[src/rtl/pulse_stretcher.sv]
// Stretches single-cycle event pulses into fixed-length output levels, with a
// saturating pending-pulse queue, optional retrigger and a guaranteed low gap.
module pulse_stretcher #(
  parameter int HOLD_CYC = 4,
  parameter int GAP_CYC  = 2,
  parameter int QDEPTH   = 3,
  parameter int CNT_W    = 26,
  localparam int QW      = $clog2(QDEPTH + 1)
) (
  input  logic          clk,
  input  logic          rst_n,
  input  logic          in_pulse,
  input  logic          retrig_en,
  input  logic          clr,
  output logic          out_level,
  output logic          busy,
  output logic          done,
  output logic          overflow,
  output logic [QW-1:0] pend_cnt
);

  // state | meaning
  // IDLE  | no output active, queue empty
  // HOLD  | out_level high, cnt counts remaining high cycles
  // GAP   | forced low gap, cnt counts remaining low cycles
  typedef enum logic [1:0] {
    IDLE = 2'd0,
    HOLD = 2'd1,
    GAP  = 2'd2
  } state_t;

  localparam logic [CNT_W-1:0] HOLD_LD = CNT_W'(HOLD_CYC);
  localparam logic [CNT_W-1:0] GAP_LD  = CNT_W'(GAP_CYC);
  localparam logic [CNT_W-1:0] CNT_ONE = CNT_W'(1);
  localparam logic [QW-1:0]    PEND_MAX = QW'(QDEPTH);

  state_t           state_q, state_d;
  logic [CNT_W-1:0] cnt_q, cnt_d;
  logic [QW-1:0]    pend_q, pend_d;
  logic             done_d, ovf_d, queue_req;

  always_ff @(posedge clk or negedge rst_n) begin
    if (!rst_n) begin
      state_q   <= IDLE;
      cnt_q     <= '0;
      pend_q    <= '0;
      out_level <= 1'b0;
      busy      <= 1'b0;
      done      <= 1'b0;
      overflow  <= 1'b0;
    end else begin
      state_q   <= state_d;
      cnt_q     <= cnt_d;
      pend_q    <= pend_d;
      out_level <= (state_d == HOLD);
      busy      <= (state_d != IDLE);
      done      <= done_d;
      overflow  <= ovf_d;
    end
  end

  always_comb begin
    state_d   = state_q;
    cnt_d     = cnt_q;
    pend_d    = pend_q;
    done_d    = 1'b0;
    ovf_d     = 1'b0;
    queue_req = 1'b0;
    if (clr) begin
      state_d = IDLE;
      cnt_d   = '0;
      pend_d  = '0;
    end else begin
      unique case (state_q)
        IDLE: begin
          if (in_pulse) begin
            state_d = HOLD;
            cnt_d   = HOLD_LD;
          end
        end
        HOLD: begin
          if (in_pulse && retrig_en) begin
            cnt_d = HOLD_LD;
          end else begin
            queue_req = in_pulse;
            if (cnt_q <= CNT_ONE) begin
              state_d = GAP;
              cnt_d   = GAP_LD;
              done_d  = 1'b1;
            end else begin
              cnt_d = cnt_q - CNT_ONE;
            end
          end
        end
        GAP: begin
          if (cnt_q <= CNT_ONE) begin
            // A pulse on the final gap edge either cancels the dequeue or starts directly
            if (pend_q != '0) begin
              state_d = HOLD;
              cnt_d   = HOLD_LD;
              if (!in_pulse) pend_d = pend_q - QW'(1);
            end else if (in_pulse) begin
              state_d = HOLD;
              cnt_d   = HOLD_LD;
            end else begin
              state_d = IDLE;
              cnt_d   = '0;
            end
          end else begin
            cnt_d     = cnt_q - CNT_ONE;
            queue_req = in_pulse;
          end
        end
        default: begin
          state_d = IDLE;
          cnt_d   = '0;
        end
      endcase
      if (queue_req) begin
        if (pend_q >= PEND_MAX) ovf_d = 1'b1;
        else pend_d = pend_q + QW'(1);
      end
    end
  end

  assign pend_cnt = pend_q;

endmodule

[config.mk]
export PLATFORM = sky130hd
export DESIGN_NAME = pulse_stretcher
export DESIGN_NICKNAME = d
export VERILOG_FILES = /design/src/rtl/pulse_stretcher.sv
export SDC_FILE = /design/constraint.sdc
export NUM_CORES = 1
export LEC_CHECK = 0
export ABC_AREA = 1
export BUFFER_PORTS_ARGS = -buffer_cell sky130_fd_sc_hd__buf_2
export CAP_MARGIN = 10
export CORE_ASPECT_RATIO = 1.5
export CORE_MARGIN = 4
export CORE_UTILIZATION = 60
export CTS_CLUSTER_DIAMETER = 200
export DETAILED_ROUTE_END_ITERATION = 16
export GPL_TIMING_DRIVEN = 0
export PLACE_DENSITY = 0.76
export SYNTH_ARGS = -nofsm -noshare
export SYNTH_HDL_FRONTEND = slang
export SYNTH_SLANG_ARGS = --single-unit
[constraint.sdc]
create_clock -name clk -period 2.4 [get_ports clk]
set_clock_uncertainty 0.15 [all_clocks]
set_input_delay 0.48 -clock clk [delete_from_list [all_inputs] [get_ports clk]]
set_output_delay 0.48 -clock clk [all_outputs]
set_load 0.005 [all_outputs]
; ---- Word-level counts from Yosys, hierarchy flattened
; Index checks and enable logic that the tools add are counted.
[word_totals]
ff_bits = 34
output_inout_bits = 6
wordCells = 54
[classes]
addsub = 3
magnitude_cmp = 2
eq_ne = 4
muxes = 34
reduce_logical = 4
[ops]
columns = cell, count
row1 = 2-to-1 mux 26 bit, 5
row2 = one-hot mux 26 bit (3 select lines), 1
row3 = "less-or-equal comparator 26 x 1 -> 1 bit, second input constant", 1
row4 = "subtractor 26 x 1 -> 26 bit, second input constant", 1
row5 = 2-to-1 mux 2 bit, 12
row6 = 2-to-1 mux 1 bit, 12
row7 = 2-to-1 mux 3 bit, 2
row8 = one-hot mux 2 bit (3 select lines), 1
row9 = "equality test 2 x 1 -> 1 bit, second input constant", 2
row10 = nonzero test 2 bit, 2
row11 = "!= test 3 bit, second input constant", 1
row12 = "adder 2 x 1 -> 2 bit, second input constant", 1
row13 = "equality test 2 bit, second input constant", 1
row14 = "greater-or-equal comparator 2 bit, second input constant", 1
row15 = logical NOT 2 bit, 1
row16 = one-hot mux 1 bit (2 select lines), 1
row17 = "subtractor 2 x 1 -> 2 bit, second input constant", 1
row18 = logical AND 1 bit, 1

; ---- Logic depth before layout (Yosys ltp)
; Gate-level depths: netlist of run 1.
[logic_depth]
word_depth = 8
ltp_mapped = 13
mapped_depth_nobuf = 13

; ---- Worst setup path after synthesis of run 1
; Ideal clock, no wire load.
[synth_timing]
path_type = register to register
from = register state_q[0]
to = register cnt_q[18]
setup_time_ns = 0.120
arrival_time_ns = 1.534
required_ns = 2.130
path_slack_ns = 0.596
path_stages_with_launch = 13
path_buffers = 0
period_less_slack_ns = 1.804
path_cell_list = dfrtp_1 inv_1 ha_1 inv_1 nor2_1 nand2_2 inv_2 nor2_4 nand2_1 nor2_1 nand2_1 xor2_1 nor2_1
[synth_between]
elab_chain_cells = 3
word_cells_on_any_way = 6
cone_classes = 3 x eq/ne / 2 x mux / 1 x reduce/logical
[synth_lines]
columns = element, line_no
row1 = "start, declared", 37  ; state_t state_q, state_d;
row2 = "start signal, assigned", 52  ; state_q <= state_d;
row3 = equality test 2 bit (tied with other cells), 74  ; unique case (state_q)
row4 = one-hot mux 26 bit (3 select lines), 74
row5 = 2-to-1 mux 26 bit, 69  ; if (clr) begin
row6 = "end signal, assigned", 53  ; cnt_q <= cnt_d;
row7 = "end, declared", 38  ; logic [CNT_W-1:0] cnt_q, cnt_d;
; Several ways; a longest one is shown, not always the timed one.
; A chain may end at the register's enable or synchronous reset.

; ---- Final worst setup path of run 1
[layout_timing]
from = register state_q[1]
to = register cnt_q[18]
; Same word-level chain as after synthesis.

==> metrics.md, run 1 <==
| Metric | Value |
|---|---|
| Starting Density | 0.625 |
| Cells after synthesis | about 290 |
| Cts bufs inserted | 5 |
| Post-CTS setup buffer count | 0 |
| Fillcell total | approximately 330 |
| Count of max-cap constraint violations | 0 |
| Pins Over Slew Limit | 0 |
| Syn Area/Cell | 7.49 um2 |
| Leakage | around 1.3 nW |
| GPL Wtd Cong | slightly above 0.9 |
| Post_cts resized | 0 |
| ANT nets after route | 0 |
| CTS tree | yes |
| PnR Total Power | approximately 3.5 mW |
| Min-delay worst type | input pin to async pin |
| R2R depth | 12 |
| Clock Path Buffers | 2 |
| Gr usage total | 0.222 |
| First drt pass iteration count | 5 |
| WL/cell | roughly 13 um |
| Std-Cell Rows | 26 |
| H-tree Lvls | 2 |
| I/O Pins | 11 |
| Final instance area | around 0.0023 mm2 |
| Vias per cell | roughly 5.4 |
| Max_slew headroom | 0.487 |
| YS warnings | 0 |
| Critical path launch point type | flip-flop |
| Vias in the first global route | about 1,900 |
| CTS root buffer | clkbuf_8 |
| PwrDens | ~1500 mW/mm2 |
| CTS Sinks | 34 |
| Global-route wire length before repair | ~8000 um |
| Data arrival, critical path | 2.27 ns |
| Hold WS | roughly 0.12 ns |
| #FFs+latches synth | 34 |
| Initial antenna violation count | 0 |
| CTS Hold Bufs | 0 |
| Pre-CTS worst setup slack | 0.225 ns |
| Unrepaired setup endpoints after global routing | false |
| Net Count, Synth | approximately 300 |
| Setup TNS | 0 ns |
| Seq/Total Area, Yosys | 0.395 |
| Mapped Area | between 0.002 and 0.0025 mm2 |
| Synth-to-Final Area Change | 9.00% |
| Achievable Freq | 0.456 GHz |
| Critical Path RT | around 2.5 ns |
| Final Cycle Share | 0.914 |
| Non-Filler Instances | 348 |
| # DRC | 0 |
| Final WL | around 4500 um |
| Netlist cell types | 26 |
| Clock Latency Late Sink | between 0.2 and 0.3 ns |
| Clock-pin slew on the worst setup and hold paths | 0.07 ns |
| Final Hold Fails | 0 |
| Slew @ Worst Pin | slightly below 0.8 ns |
| Ant diodes | 0 |
| Remaining global-route overflow | 0 |
| Setup Viol. Count Final | 0 |
| Placed cell area | between 0.002 and 0.0025 mm2 |
| Die height | 81.4 um |
| Largest fanout on the critical path | 7 |
| 1st-iter DRT viols | between 40 and 50 |
| DR vias | ~1,900 |
| Pin count of the biggest net entering global routing | 35 |
| IO buf count | 10 |
| DIE WIDTH | 56.9 um |
| Setup ws final | 0.207 ns |
| Max VDD drop | about 0.0007 V |
| Worst reg2reg path startpoint | state_q[1]$_DFF_PN0_ |
| Outcome | finished clean |
| Die area | 0.00464 mm2 |
| R2r setup slk | a little over 0.2 ns |
| Detailed placer's ending HPWL | between 3000 and 4000 um |
| CP Capture Type | flip-flop |
| Area of the core | about 0.0034 mm2 |
| Kind of critical path | flip-flop to flip-flop |
| Period minus WS final | between 2 and 2.5 ns |
| Worst reg2reg endpoint | cnt_q[18]$_DFFE_PN0P_ |
| Layout cell share with drive strength beyond 1 | 0.137 |
| Core Util, Final | 0.681 |
| Post-placement cell count | 340 |
| Layout Nets | between 300 and 400 |
[worst max-delay path, cell delays in order (launching register included)]
cell and delay (ns):
dfrtp_1 0.42, inv_1 0.08, ha_1 0.18, inv_1 0.07, nor2_1 0.08, nand2_2 0.15
inv_2 0.13, nor2_4 0.16, nand2_1 0.11, nor2_1 0.24, nand2_1 0.11, xor2_1 0.15
nor2_1 0.09
[worst max path at each step]
stage,slack (ns),endpoint,from
CTS,0.21,cnt_q[18]$_DFFE_PN0P_,state_q[1]$_DFF_PN0_
floorplan,0.60,cnt_q[18]$_DFFE_PN0P_,state_q[0]$_DFF_PN0_
global placement,0.24,cnt_q[18]$_DFFE_PN0P_,state_q[1]$_DFF_PN0_
finish,0.21,cnt_q[18]$_DFFE_PN0P_,state_q[1]$_DFF_PN0_
detailed placement,0.23,cnt_q[18]$_DFFE_PN0P_,state_q[1]$_DFF_PN0_
global route,0.03,cnt_q[18]$_DFFE_PN0P_,state_q[1]$_DFF_PN0_
[flip-flops by register name (all words and copies together), names as in the netlist]
signal / flops
state_q: 2
done: 1
overflow: 1
out_level: 1
cnt_q: 26
pend_cnt: 2
busy: 1
[routing by layer]
metal	up-vias	share of wire	track usage	routed length [um]
met2	27	0.58	0.449	2590
met5	-	0	0	0
met3	10	0.029	0.0283	131
met4	0	0.025	0.116	114
li1	938	-	-	-
met1	889	0.37	0.212	1650
[cell families after synthesis]
family	Yosys count	share of synthesized area
AO/OA/AOI/OAI	19	0.0459
XOR/XNOR	14	0.0569
adder cells (fa/ha/maj)	8	0.0464
buffers and inverters	43	0.0795
flip-flops	34	0.395
AND/OR/NAND/NOR	170	0.377
[cells in the mapped netlist]
cell type	n	area [um2]
a21oi_1	8	40.0
buf_6	1	11.3
dfrtp_1	34	851
ha_1	8	100
inv_1	37	139
inv_2	4	15.0
inv_4	1	6.26
nand2_1	50	188
nand2_2	4	25.0
nand2_4	1	11.3
nand3_1	21	105
nand3_2	1	10.0
nand3_4	1	17.5
nand3b_1	1	7.51
nand4_1	3	18.8
nor2_1	60	225
nor2_2	4	25.0
nor2_4	4	45.0
nor3_1	13	65.1
nor3_2	2	20.0
nor3b_1	4	30.0
nor3b_4	1	18.8
o21ai_0	10	50.1
o21ai_2	1	8.76
xnor2_1	6	52.6
xor2_1	8	70.1
[cells in the final DEF, fill, tap and decap left out, types with 2 or more instances in the layout]
master	synthesis	routed
xnor2_1	6	6
nand3_1	21	21
nand2_2	4	4
ha_1	8	8
inv_2	4	4
nand4_1	3	3
clkbuf_8	0	6
nor3b_1	4	4
nand2_1	50	50
nor2_4	4	4
o21ai_0	10	10
nor3_2	2	2
nor2_1	60	60
nor2_2	4	4
a21oi_1	8	8
buf_2	0	10
nor3_1	13	13
xor2_1	8	8
inv_1	37	37
dfrtp_1	34	34
[final cells by class]
class                      count  area, um2  area share
buffer                         1       11.3     0.00479
clock buffer                   7       86.3      0.0367
clock inverter                 1       5.00     0.00213
inverter                      42        160      0.0682
multi-input combinational    211       1130       0.482
sequential                    34        851       0.362
tap                           42       52.6      0.0224
timing repair buffer          10       50.0      0.0213
[power by group]
group          internal [mW]  total [mW]  switching [mW]
combinational          0.748        2.18            1.44
clock                  0.231       0.432           0.200
sequential             0.731       0.888           0.158
total                   1.71        3.50            1.79
Note: power is estimated with default switching activity, not from simulation.
==> run 2: changes to the inputs <==
--- a/config.mk
+++ b/config.mk
@@ -5,7 +5,6 @@
 export SDC_FILE = /design/constraint.sdc
 export NUM_CORES = 1
 export LEC_CHECK = 0
-export ABC_AREA = 1
 export BUFFER_PORTS_ARGS = -buffer_cell sky130_fd_sc_hd__buf_2
 export CAP_MARGIN = 10
 export CORE_ASPECT_RATIO = 1.5
@@ -14,7 +13,8 @@
 export CTS_CLUSTER_DIAMETER = 200
 export DETAILED_ROUTE_END_ITERATION = 16
 export GPL_TIMING_DRIVEN = 0
-export PLACE_DENSITY = 0.76
+export PLACE_DENSITY = 0.77
+export SETUP_SLACK_MARGIN = 0.1
 export SYNTH_ARGS = -nofsm -noshare
 export SYNTH_HDL_FRONTEND = slang
 export SYNTH_SLANG_ARGS = --single-unit
==> run 2 against run 1 <==
- synthesized cell count shrank 26%
- power grew 6.1%
- clock power decreased by 10%
- die area down 5.7%
- area after synthesis fell by 6.4%
- routed wire length rose by 3.2%
- first-iteration DRC count increased by 53%
- critical endpoint is now pend_cnt[1]$_DFF_PN0_
- largest cell class unchanged
- largest power group unchanged
==> metrics.md, run 2 <==
| Metric | Value |
|---|---|
| Post-synth EDFFs | 0 |
| Ys flop type | dfrtp_1 |
| Final instance area | 0.00236 mm2 |
| Commonest cells post-synth | 34 x dfrtp_1, 33 x nor2_1, 16 x nand2_1 |
| Max reg flops | 26 |
| Final Hold Fails | 0 |
| Pre-CTS worst setup slack | -0.0933 ns |
| Ant diodes | 0 |
| DR vias | between 1,500 and 2,000 |
| Seq/Total Area, Yosys | 0.422 |
| Critical Path RT | 2.43 ns |
| Detailed placer's ending HPWL | about 3200 um |
| Pins Over Slew Limit | 0 |
| H-tree Lvls | 2 |
| Kind of critical path | flip-flop to flip-flop |
| Global-route wire length before repair | around 7700 um |
| Cts bufs inserted | 5 |
| Data arrival, critical path | 2.28 ns |
| Max VDD drop | approximately 0.001 V |
| GRT Max-Usage Layer | met2 |
| Remaining global-route overflow | 0 |
| PnR Total Power | about 3.7 mW |
| # DRC | 0 |
| GPL Wtd Cong | approximately 0.87 |
| Synth area leaders | dfrtp_1 42%, nor2_1 6.1%, xnor2_1 6.1%, ha_1 5.0%, nor3_1 3.5% |
| Achievable Freq | 0.445 GHz |
| Fillcell total | between 200 and 250 |
| Netlist cell types | 47 |
| Setup Viol. Count Final | 0 |
| Clock Path Buffers | 2 |
| IO buf count | 8 |
| Pin count of the biggest net entering global routing | 35 |
| Die area | 0.00437 mm2 |
| WL/cell | between 15 and 20 um |
| PwrDens | 1580 mW/mm2 |
| Vias per cell | between 6 and 7 |
| Largest fanout on the critical path | 4 |
| YS warnings | 0 |
| Initial antenna violation count | 0 |
| Critical path launch point type | flip-flop |
| 1st-iter DRT viols | 72 |
| Core Util, Final | 0.739 |
| Final WL | between 4000 and 5000 um |
| Sequential Area | approximately 850 um2 |
| Count of max-cap constraint violations | 0 |
| Vias in the first global route | between 1,500 and 2,000 |
| Mapped Area | ~0.002 mm2 |
| Hold WS | approximately 0.1 ns |
| Outcome | finished clean |
| Largest area contributor in the netlist | dfrtp_1 |
| Layout Nets | 250 |
| Clock-pin slew on the worst setup and hold paths | approximately 0.07 ns |
| Placed cell area | around 0.0021 mm2 |
| GRT met1 Usage | 0.234 |
| DIE WIDTH | about 55 um |
| Syn Area/Cell | 9.42 um2 |
| Gr usage total | 0.220 |
| I/O Pins | 11 |
| First drt pass iteration count | 5 |
| CTS root buffer | clkbuf_8 |
| Slew @ Worst Pin | 0.758 ns |
| Max_slew headroom | 0.494 |
| Clock Latency Late Sink | 0.29 ns |
| CTS Sinks | 34 |
| CTS tree | yes |
| Most common cell in the netlist | dfrtp_1 |
| #FFs+latches synth | 34 |
| Area of the core | 0.00319 mm2 |
| Cells after synthesis | 214 |
| Starting Density | 0.632 |
| GR Layer Usage met2 | 0.409 |
| Commonest non-fill, non-tap cells in the layout | 33 x nor2_1, 33 x dfrtp_1, 15 x nand2_1, 14 x xnor2_1, 13 x nor3_1 |
| Top reg by flops | cnt_q |
| Setup ws final | 0.151 ns |
| ANT nets after route | 0 |
| Leakage | ~1.1 nW |
| Period minus WS final | approximately 2.2 ns |
| Net Count, Synth | approximately 230 |
| Synth-to-Final Area Change | 16.9% |
| Die height | roughly 79 um |
| Grt met3 use | 0.0439 |
| Layout cell share with drive strength beyond 1 | 0.228 |
| Final Cycle Share | 0.937 |
| Multi-input gate area | roughly 0.0012 mm2 |
| Std-Cell Rows | 25 |
| CP Capture Type | flip-flop |
| Area share of the largest cell type after synthesis | 0.422 |
| Post-synthesis async set-or-reset flop share | 1.00 |
| Unrepaired setup endpoints after global routing | true |
| CTS Hold Bufs | 0 |
| Min-delay worst type | input pin to async pin |
[run 2: cell count changes after synthesis, sizes merged, moves of 4 or more]
cell   previous run  this run
nand3            23         3
o21ai            11         1
inv              42         9
buf               1         6
nor2             68        33
nand2            55        16
or3               0         4
xnor2             6        14
nor4              0        10
[run 2: cells by family after synthesis]
logic type | Yosys count | share of synthesized area
multiplexers | 1 | 0.00558
AO/OA/AOI/OAI | 30 | 0.112
XOR/XNOR | 21 | 0.0912
flip-flops | 34 | 0.422
adder cells (fa/ha/maj) | 8 | 0.0496
buffers and inverters | 18 | 0.0378
AND/OR/NAND/NOR | 102 | 0.282
[run 2: worst paths after layout]
path / startpoint / endpoint / slack, ns / depth (start not counted)
min: rst_n / done$_DFF_PN0_ / 0.10 / 1
max reg2reg: cnt_q[5]$_DFFE_PN0P_ / pend_cnt[1]$_DFF_PN0_ / 0.15 / 5
min in group clk: cnt_q[16]$_DFFE_PN0P_ / cnt_q[16]$_DFFE_PN0P_ / 0.42 / 2
max: cnt_q[5]$_DFFE_PN0P_ / pend_cnt[1]$_DFF_PN0_ / 0.15 / 5
max in group asynchronous: rst_n / cnt_q[12]$_DFFE_PN0P_ / 1.46 / 1
min reg2reg: cnt_q[16]$_DFFE_PN0P_ / cnt_q[16]$_DFFE_PN0P_ / 0.42 / 2
[run 2: final cells by class]
type	instances	share of cell area
plain buffers	9	0.0244
multi-input cells	162	0.504
repair buffers	16	0.0424
flip-flops and latches	34	0.361
clock buffers	7	0.0324
well taps	40	0.0212
inverters	9	0.0143
[run 2: what timing repair did]
action / CTS / global route
pin swaps: 1 / 7
setup buffers: 1 / 7
gates resized for setup: 3 / 24
setup endpoints to repair: 15 / 25
[run 2: per-stage QoR]
stage	std cells	setup TNS [ns]
after floorplan	214	0
after global placement	262	-0.000286
after detailed placement	262	-0.325
after CTS	270	0
after global routing	277	0
final	277	0
[run 2: layer usage]
metal / part of all wire / wire (um)
met4: 0.020 / 92
met2: 0.56 / 2600
met5: 0 / 0
met1: 0.38 / 1760
met3: 0.039 / 181
[run 2: power breakdown]
part | leakage (nW) | switching, mW | total, mW | internal [mW]
registers | 0.462 | 0.203 | 0.935 | 0.733
logic | 0.562 | 1.31 | 2.40 | 1.08
clock network | 0.0383 | 0.189 | 0.389 | 0.199
total | 1.06 | 1.71 | 3.72 | 2.01
[run 2: critical path, stage by stage (launching register included)]
cell	delay [ns]
dfrtp_1	0.43
nor4_4	0.41
nand2_2	0.14
nor4_4	0.37
mux2_2	0.38
a211oi_1	0.26
